## src/rtl/demux_pkg.sv

```systemverilog
// Shared defaults and ready-path encodings for the 1-to-2 stream demultiplexer.
package demux_pkg;
   localparam int DATA_W_DEF = 4;
   localparam int CNT_W_DEF  = 8;
   localparam int SEL_PASS   = 0;
   localparam int SEL_REG    = 1;
endpackage

```

## src/rtl/demux_slot.sv

```systemverilog
// One-entry holding register with valid/ready output; can_load reports the slot is empty.
module demux_slot #(
   parameter int DATA_W = demux_pkg::DATA_W_DEF
) (
   input  logic              clk,
   input  logic              rst,
   input  logic              load,
   input  logic [DATA_W-1:0] data_in,
   input  logic              out_ready,
   output logic              valid,
   output logic [DATA_W-1:0] data_out,
   output logic              can_load
);
   logic              valid_q, valid_d;
   logic [DATA_W-1:0] data_q, data_d;

   // A load wins over a drain so a simultaneous drain+load keeps the slot full.
   always_comb begin
      valid_d = valid_q;
      data_d  = data_q;
      if (load) begin
         valid_d = 1'b1;
         data_d  = data_in;
      end else if (valid_q && out_ready) begin
         valid_d = 1'b0;
      end
   end

   always_ff @(posedge clk) begin
      if (rst) begin
         valid_q <= 1'b0;
         data_q  <= '0;
      end else begin
         valid_q <= valid_d;
         data_q  <= data_d;
      end
   end

   assign valid    = valid_q;
   assign data_out = data_q;
   assign can_load = !valid_q;
endmodule

```

## src/rtl/demux_stream.sv

```systemverilog
// Registered 1-to-2 stream demux: each beat on Y goes to slot A or B according to sel.
// Optional per-channel drain counters are enabled by defining DEMUX_STREAM_COUNT_EN.
module demux_stream
   import demux_pkg::*;
#(
   parameter int DATA_W        = DATA_W_DEF,
   parameter int SELECT_DESIGN = SEL_PASS,
   parameter int CNT_W         = CNT_W_DEF
) (
   input  logic              clk,
   input  logic              rst,
   input  logic [DATA_W-1:0] Y,
   input  logic              y_valid,
   output logic              y_ready,
   input  logic              sel,
   output logic [DATA_W-1:0] A,
   output logic              a_valid,
   input  logic              a_ready,
   output logic [DATA_W-1:0] B,
   output logic              b_valid,
   input  logic              b_ready
`ifdef DEMUX_STREAM_COUNT_EN
   ,
   output logic [CNT_W-1:0]  cnt_a,
   output logic [CNT_W-1:0]  cnt_b
`endif
);
   logic a_empty, b_empty;
   logic a_can, b_can;
   logic acc, load_a, load_b;

   if (CNT_W < 1) begin : g_bad_cnt_w
      $error("demux_stream: CNT_W must be at least 1");
   end

   // Pass-through lets a full slot take a new beat in the cycle it drains;
   // the registered variant only looks at slot state, cutting the ready path.
   if (SELECT_DESIGN == SEL_PASS) begin : g_ready_pass
      assign a_can = a_empty | a_ready;
      assign b_can = b_empty | b_ready;
   end else begin : g_ready_reg
      assign a_can = a_empty;
      assign b_can = b_empty;
   end

   assign y_ready = sel ? b_can : a_can;
   assign acc     = y_valid & y_ready;
   assign load_a  = acc & !sel;
   assign load_b  = acc & sel;

   demux_slot #(.DATA_W(DATA_W)) u_slot_a (
      .clk      (clk),
      .rst      (rst),
      .load     (load_a),
      .data_in  (Y),
      .out_ready(a_ready),
      .valid    (a_valid),
      .data_out (A),
      .can_load (a_empty)
   );

   demux_slot #(.DATA_W(DATA_W)) u_slot_b (
      .clk      (clk),
      .rst      (rst),
      .load     (load_b),
      .data_in  (Y),
      .out_ready(b_ready),
      .valid    (b_valid),
      .data_out (B),
      .can_load (b_empty)
   );

`ifdef DEMUX_STREAM_COUNT_EN
   logic [CNT_W-1:0] cnt_a_q, cnt_a_d;
   logic [CNT_W-1:0] cnt_b_q, cnt_b_d;

   always_comb begin
      cnt_a_d = cnt_a_q;
      cnt_b_d = cnt_b_q;
      if (a_valid && a_ready) cnt_a_d = cnt_a_q + CNT_W'(1);
      if (b_valid && b_ready) cnt_b_d = cnt_b_q + CNT_W'(1);
   end

   always_ff @(posedge clk) begin
      if (rst) begin
         cnt_a_q <= '0;
         cnt_b_q <= '0;
      end else begin
         cnt_a_q <= cnt_a_d;
         cnt_b_q <= cnt_b_d;
      end
   end

   assign cnt_a = cnt_a_q;
   assign cnt_b = cnt_b_q;
`endif
endmodule

```

## config.mk

```make
export PLATFORM = sky130hd
export DESIGN_NAME = demux_stream
export DESIGN_NICKNAME = d
export VERILOG_FILES = /design/src/rtl/demux_pkg.sv /design/src/rtl/demux_slot.sv /design/src/rtl/demux_stream.sv
export SDC_FILE = /design/constraint.sdc
export NUM_CORES = 1
export LEC_CHECK = 0
export BUFFER_PORTS_ARGS = -buffer_cell sky130_fd_sc_hd__buf_2
export CAP_MARGIN = 5
export CORE_AREA = 4 4 41 43
export CTS_CLUSTER_DIAMETER = 100
export DETAILED_ROUTE_END_ITERATION = 10
export DIE_AREA = 0 0 45 47
export SYNTH_ARGS = -nofsm -noshare
export SYNTH_HDL_FRONTEND = slang
export SYNTH_SLANG_ARGS = --single-unit
```

## constraint.sdc

```tcl
create_clock -name clk -period 1.2 [get_ports clk]
set_input_delay 0.06 -clock clk [delete_from_list [all_inputs] [get_ports clk]]
set_output_delay 0.06 -clock clk [all_outputs]
set_load 0.05 [all_outputs]
```

==> metrics.txt, run 1 <==
Worst Hold Depth 2; Worst Setup Path Type reg -> out; minimum clock period between 1000 and 1500 ps; Post-route DRC 0; average vias per placed instance 4.43; IO buf count 20; clock root buffer clkbuf_4; WL final ~880 µm; first-pass GRT wire length approximately 1.3 mm; CTS tree built; Die ar. between 2000 and 2500 µm²; relative slew slack 0.832; I/O Pins 21; P&R area growth vs syn 32.5%; R2R depth 3; crit share post-route 0.958; hold-fix buffers at CTS 0; post-synthesis average cell area between 10 and 15 µm²; post-CTS setup buffer count 0; antenna cell count 0; Clk Latency, worst-skew pair roughly 260 ps; wl on met1 399 µm; FP Rows 13; Hold Vio Cnt, Final 0; RSZ-0062 raised after global routing false; 1st-pass router iterations 3; Post-Syn Nets 50; Arr. time, crit path ~1100 ps; antenna violations before repair 0; post-route setup TNS 0 ps; Core Region approximately 1300 µm²; met3 wire len roughly 53 µm; Crit. End Element output pin; Worst VDD drop approximately 0.00066 V; routability congestion estimate around 0.64; Pleak a little under 0.3 nW; CTS Buffer Depth 2; Worst EP required between 1000 and 1500 ps; synthesized area around 440 µm²; Final Net Count 73; highest clock rate around 870 MHz; CTS Sinks 10; average routed wire per standard cell around 12 µm; synth top area cells dfxtp_1 46%, nand2b_1 19%, mux2i_1 18%, nand2b_4 3.1%, and3_4 2.6%; vias in the first global route between 300 and 400; dpl cell area roughly 550 µm²; CTS buffer count 3; PwrDens 1270 nW/µm²; RR Startpoint u_slot_a.valid; worst setup path startpoint u_slot_a.valid; Routed Antenna Nets 0; Setup-failing EPs final 0; Max Slew Vio Count 0; Worst Path Max Fanout 3; gr ovfl total 0; Worst setup endpoint y_ready; Synth top area share 0.456; synth unique cells 11; clk slew on worst S/H paths roughly 60 ps; Initial Utilization 0.337; Worst Max-Slew Pin Slew ~250 ps; Synth Instances 40; Final Hold Slack between 80 and 90 ps; layout cells sized above 1 0.492; fin area between 500 and 600 µm²; r2r endpoint u_slot_a.data_out[3]; post-synthesis sequential area ratio 0.456; HP Class in -> reg; status finished, final reports clean; gr usage total 0.0905; Die Span X 45 µm; area leader, netlist dfxtp_1; maxcap violations 0; Top Layer Used met3; Die Y about 47 µm; FF-to-FF setup slack about 330 ps; routed wl met2 ~430 µm; Yosys warnings 0; largest net degree at the start of global routing 15; register bit total from synthesis 10; Setup Skew between 0.3 and 0.4 ps; filler instances between 100 and 150; DR iter-0 viols 1; startpoint types flop; via count around 340; H-tree levels 1
synth_stat cells (all sizes together):
master and instances:
nand2b 14, dfxtp 10, mux2i 8, a21oi 2
and3 1, buf 1, clkbuf 1, mux2 1
nand3 1, nand3b 1
metal layers:
metal	track usage	up-vias
met5	0	-
met4	0.0526	0
met3	0.0460	0
met2	0.136	8
met1	0.104	154
li1	-	175
cell families (layout without fill, tap and decap cells):
group	after synthesis	count (layout)	synth area share
flops	10	10	0.456
mux	9	9	0.208
buf+inv	2	23	0.0342
simple gates	17	17	0.279
compound gates	2	2	0.0228
power breakdown:
| group | switching (W) | internal (W) |
|---|---|---|
| Sequential | 0.00000964 | 0.000351 |
| Combinational | 0.000105 | 0.0000559 |
| Clock | 0.000104 | 0.000115 |
| Total | 0.000218 | 0.000522 |
repair_timing:
| item | CTS | global route |
|---|---|---|
| endpoints found under the setup margin | 1 | 1 |
| endpoints found under the hold margin | 0 | 0 |
| resized for setup | 2 | 1 |
worst min-delay path by stage:
stage                       start              endpoint  slack (ps)
after floorplan              Y[3]  u_slot_b.data_out[3]         240
after global placement       Y[1]  u_slot_b.data_out[1]         360
after detailed placement      rst        u_slot_b.valid         360
after CTS                     rst        u_slot_b.valid          80
after global routing      a_ready        u_slot_a.valid          80
final                         rst        u_slot_b.valid          90
area by class of cell:
type | instances | area (µm²) | area share
multi-input cells | 28 | 231 | 0.398
flip-flops and latches | 10 | 203 | 0.348
repair buffers | 20 | 106 | 0.183
clock buffers | 3 | 22.5 | 0.0387
well taps | 15 | 18.8 | 0.0323
flip-flops by register name (all words and copies together) (netlist names):
register / flops
u_slot_a.data_out: 4
u_slot_b.data_out: 4
u_slot_a.valid: 1
u_slot_b.valid: 1
worst max-delay path, stage by stage (launching register included):
cell      delay (ps)
dfxtp_2          350
nand2b_4          60
mux2_2           270
buf_6            150
through the flow:
step / util / total power (W) / setup slack [ps] / cells
6_report: 0.447 / 0.000740 / 50.7 / 76
5_1_grt: 0.447 / 0.000777 / 17.1 / 76
4_1_cts: 0.441 / 0.000756 / 12.6 / 76
3_5_place_dp: 0.419 / 0.000525 / 263 / 73
3_3_place_gp: 0.419 / 0.000524 / 285 / 73
2_1_floorplan: - / 0.000486 / 120 / 40
layout by cell type (no fill, tap or decap):
master and instances:
dfxtp_2 2, mux2i_1 8, clkbuf_4 3, buf_2 19, dfxtp_1 8, nand3b_2 1
buf_6 1, and3_4 1, a21oi_1 2, nand2b_4 2, nand2b_1 12, nand3_1 1
mux2_2 1
Power figures use the tool's default switching activity.
==> run 2: changes to the inputs <==
- REMOVE_ABC_BUFFERS: unset -> 1
==> run 2 against run 1 <==
Net effect:
- combinational power grew 5%
- sequential power is essentially flat
- flip-flop and latch count is the same
- fmax shrank 0.41%
- via count grew 6.5%
- total power grew 12%
- first-iteration DRC count grew 100%
- utilization grew 3.4 points
- largest cell class unchanged
- sequential share of layout area shrank 2.4 points
- non-clock buffer count grew 3
==> metrics.txt, run 2 (synthesized netlist as in run 1, its figures left out) <==
Core Region 1300 µm² (unchanged); CTS Buffer Depth 2 (unchanged); filler instances 126 (-9.4%); largest net degree at the start of global routing 15 (unchanged); clk slew on worst S/H paths 60 ps (about the same); Routed Antenna Nets 0 (unchanged); Final Power 0.000828 W (+12%); Non-Filler Instances 80 (+5.3%); first-pass GRT wire length 1.33 mm (+0.53%); WL final 964 µm (+9.4%); Worst Max-Slew Pin Slew 250 ps (-3.53 ps); DR iter-0 viols 2 (+1); vias in the first global route 310 (-5.2%); H-tree levels 1 (unchanged); Post-route DRC 0 (unchanged); PwrDens 1320 nW/µm² (+4.0%); P&R area growth vs syn 42.5%; gr ovfl total 0 (unchanged); Arr. time, crit path 1090 ps (about the same); most common cell after layout, fill and taps aside buf_2; antenna violations before repair 0 (unchanged); Die ar. 2120 µm² (unchanged); clock root buffer clkbuf_4; average vias per placed instance 4.49 (+1.2%); most frequent cells in the layout 19 x buf_2, 12 x nand2b_1, 8 x mux2i_1, 8 x dfxtp_1; HP Class in -> reg; Setup-failing EPs final 0 (unchanged); CTS Sinks 10 (unchanged); Setup Skew 2.01 ps (+1.69 ps); Worst Path Max Fanout 2 (-1); Post-DP HPWL 632 µm; Worst EP required 1140 ps (about the same); FP Rows 13 (unchanged); Pleak 0.322 nW (+9.2%); average routed wire per standard cell 12.1 µm (+4.0%); layout cells sized above 1 0.523 (+0.0313); CTS buffer count 3 (unchanged); routability congestion estimate 0.683 (+7.2%); Placed Instances 73 (unchanged); status finished, final reports clean; Initial Utilization 0.337 (unchanged); Die Y 47 µm (unchanged); Worst VDD drop 0.000644 V (-2.7%); via count 359 (+6.5%); startpoint types flop; Max Slew Vio Count 0 (unchanged); minimum clock period 1150 ps (+4.67 ps); I/O Pins 21 (unchanged); crit share post-route 0.962 (+0.00390); relative slew slack 0.835 (+0.00234); IO buf count 20 (unchanged); Worst Setup Path Type reg -> out; CTS tree built; Die Span X 45 µm (unchanged); Hold Vio Cnt, Final 0 (unchanged); Crit. End Element output pin; antenna cell count 0 (unchanged); gr usage total 0.0912 (+0.000721); maxcap violations 0 (unchanged); Clk Latency, worst-skew pair 260 ps (about the same); highest clock rate 867 MHz (-0.41%); 1st-pass router iterations 4 (+1); Final Net Count 76 (+4.1%)
-- run 2: critical path, cell delays in order, from the launching register on --
cell	delay, ps
dfxtp_2	350
nand2b_4	60
mux2_4	270
buf_8	150
-- run 2: where the power goes --
| part | leakage (nW) | internal, W | switching (W) |
|---|---|---|---|
| registers | 0.0826 | 0.000351 | 0.0000104 |
| logic | 0.219 | 0.0000619 | 0.000107 |
| clock network | 0.0210 | 0.000184 | 0.000114 |
| total | 0.322 | 0.000596 | 0.000231 |
-- run 2: final cells by class --
cell class	count	area [µm²]	share of cell area
clock buffer	4	36.3	0.0580
multi-input combinational	28	235	0.376
sequential	10	203	0.324
tap	15	18.8	0.0300
timing repair buffer	23	133	0.212
-- run 2: final timing paths --
path | startpoint | to | slack, ps | depth (start not counted)
setup / recovery | u_slot_a.valid | y_ready | 50 | 3
hold / removal | Y[2] | u_slot_a.data_out[2] | 80 | 3
setup reg to reg | u_slot_b.valid | u_slot_b.data_out[1] | 210 | 4
hold reg to reg | u_slot_a.data_out[2] | u_slot_a.data_out[2] | 470 | 2
-- run 2: timing repair --
action,in CTS,in global routing
gates resized for setup,3,4
setup buffers,0,3
hold buffers,0,0
endpoints found under the setup margin,1,1
-- run 2: per-stage QoR --
step	cell area, µm²	worst slack, ps	hold WS (ps)	TNS, ps	utilization
after floorplan	424	-44.6	129	-53.8	-
after detailed placement	543	240	355	0	0.417
after global routing	626	-4.06	66.2	-4.06	0.481
after CTS	587	9.26	71.6	0	0.451
after global placement	543	268	359	0	0.417
final	626	46.0	80.7	0	0.481
-- run 2: routing by layer --
layer  vias to the layer above  wire [µm]  track usage
met3                         0        106       0.0383
met2                        17        444        0.136
met1                       160        414        0.110
met5                         -          0            0
li1                        182          -            -
met4                         0          0       0.0526
==> run 3: changes to the inputs <==
- SETUP_SLACK_MARGIN: unset -> 0.3
- clock period: 1.2 -> 1.25 ns (I/O delays scaled with it)
==> run 3 against run 2 <==
Net effect:
- design area is 0.40% higher
- via count is 2.2% lower
- register-to-register slack worse by 50 ps
- count of clock-buffer cells in the layout stayed put
- combinational power is 4% lower
- global-route usage is 0.54 points higher
- die area stayed put
- cell count stayed put
- hold slack better by 1.7 ps
- sequential power is 4% lower
- utilization is 0.19 points higher
- first-iteration DRC count is 50% higher
- critical endpoint unchanged
- highest routed layer unchanged
==> metrics.txt, run 3 (synthesized netlist as in run 1, its figures left out) <==
largest net degree at the start of global routing 15 (unchanged); Worst VDD drop 0.000613 V (-4.8%); Arr. time, crit path 1090 ps (about the same); Core Region 1300 µm² (unchanged); Setup Skew 9.19 ps (+7.18 ps); H-tree levels 1 (unchanged); WL final 937 µm (-2.8%); startpoint types flop; status finished, final reports clean; gr ovfl total 0 (unchanged); CTS Sinks 10 (unchanged); Crit. End Element output pin; CTS buffer count 3 (unchanged); hold-fix buffers at CTS 0 (unchanged); most common cell after layout, fill and taps aside buf_2; Worst Path Max Fanout 2 (unchanged); Hold Vio Cnt, Final 0 (unchanged); clock root buffer clkbuf_4; 1st-pass router iterations 3 (-1); via count 351 (-2.2%); Worst EP required 1190 ps (+50 ps); RSZ-0062 raised after global routing true; gr usage total 0.0966 (+0.00540); Routed Antenna Nets 0 (unchanged); Max Slew Vio Count 0 (unchanged); first-pass GRT wire length 1.41 mm (+5.7%); post-route setup TNS 0 ps (unchanged); Die ar. 2120 µm² (unchanged); minimum clock period between 1000 and 1500 ps; CTS Buffer Depth 2 (unchanged); IO buf count 20 (unchanged); Final Power 0.000795 W (-3.9%); Clk Latency, worst-skew pair 260 ps (about the same); Pleak 0.315 nW (-2.2%); highest clock rate between 800 and 900 MHz; multi-input logic area 228 µm² (-3.2%); layout cells sized above 1 0.508 (-0.0154); Final Net Count 76 (unchanged); maxcap violations 0 (unchanged); fin util 0.483 (+0.00192); clk slew on worst S/H paths 70 ps (about the same); Worst Setup Path Type reg -> out; CTS tree built; Post-route DRC 0 (unchanged); average vias per placed instance 4.39 (-2.2%); P&R area growth vs syn 43.0%; Post-DP HPWL 649 µm (+2.6%); HP Class in -> reg; Die Y 47 µm (unchanged); routability congestion estimate 0.683 (about the same); Worst Max-Slew Pin Slew 249 ps (-1.14 ps); Die Span X 45 µm (unchanged); antenna cell count 0 (unchanged); relative slew slack 0.835 (about the same); filler instances 137 (+8.7%); DR iter-0 viols 3 (+1); FP Rows 13 (unchanged); vias in the first global route 336 (+8.4%); antenna violations before repair 0 (unchanged); crit share post-route 0.919; PwrDens 1270 nW/µm² (-4.3%); Setup-failing EPs final 0 (unchanged); Reg area 203 µm² (unchanged); Initial Utilization 0.337 (unchanged); average routed wire per standard cell 11.7 µm (-2.8%); most frequent cells in the layout 15 x buf_2, 13 x nand2b_1, 8 x mux2i_1, 8 x dfxtp_1, 7 x clkbuf_4; I/O Pins 21 (unchanged)
## run 3: cell count changes in the layout (fill, tap and decap cells not counted)
cell	delta
buf_2	-4
nand2b_1	+1
clkbuf_4	+4
nand2b_4	-1
## run 3: area by class of cell
cell class / count / share of cell area
well taps: 15 / 0.0299
flip-flops and latches: 10 / 0.323
clock buffers: 4 / 0.0578
repair buffers: 23 / 0.227
multi-input cells: 28 / 0.363
## run 3: final timing paths
path,startpoint,to,slack [ps],cells after the start
worst max-delay path,u_slot_a.valid,y_ready,100,3
worst min-delay path,Y[2],u_slot_a.data_out[2],80,3
worst max register to register,u_slot_a.valid,u_slot_a.data_out[1],160,5
worst min register to register,u_slot_b.data_out[1],u_slot_b.data_out[1],480,2
## run 3: power breakdown
group	total (W)	leakage (nW)	switching, W	internal [W]
registers	0.000345	0.0826	0.00000899	0.000336
logic	0.000163	0.211	0.000102	0.0000609
clock network	0.000287	0.0210	0.000110	0.000177
## run 3: layer usage
| layer | up-vias | routed length (µm) | global-route usage |
|---|---|---|---|
| li1 | 183 | - | - |
| met1 | 153 | 402 | 0.110 |
| met2 | 15 | 433 | 0.147 |
| met3 | 0 | 101 | 0.0498 |
| met4 | 0 | 0 | 0.0526 |
| met5 | - | 0 | 0 |
## run 3: what timing repair did
item / CTS / global route
resized for setup: 5 / 5
setup endpoints to repair: 2 / 11
buffers inserted: 1 / 2
## run 3: through the flow
| stage | std cells | instance area (µm²) | setup WS, ps | hold slack [ps] |
|---|---|---|---|---|
| final | 80 | 628 | 101 | 82.4 |
| after global routing | 80 | 628 | 60.0 | 89.1 |
| after CTS | 78 | 602 | 74.3 | 79.1 |
| after detailed placement | 73 | 543 | 291 | 363 |
| after global placement | 73 | 543 | 316 | 361 |
| after floorplan | 38 | 424 | 2.87 | 132 |
## run 3: critical path, cell delays in order (launching register included)
cell	delay (ps)
dfxtp_2	320
nand2b_1	70
mux2_4	280
buf_8	150
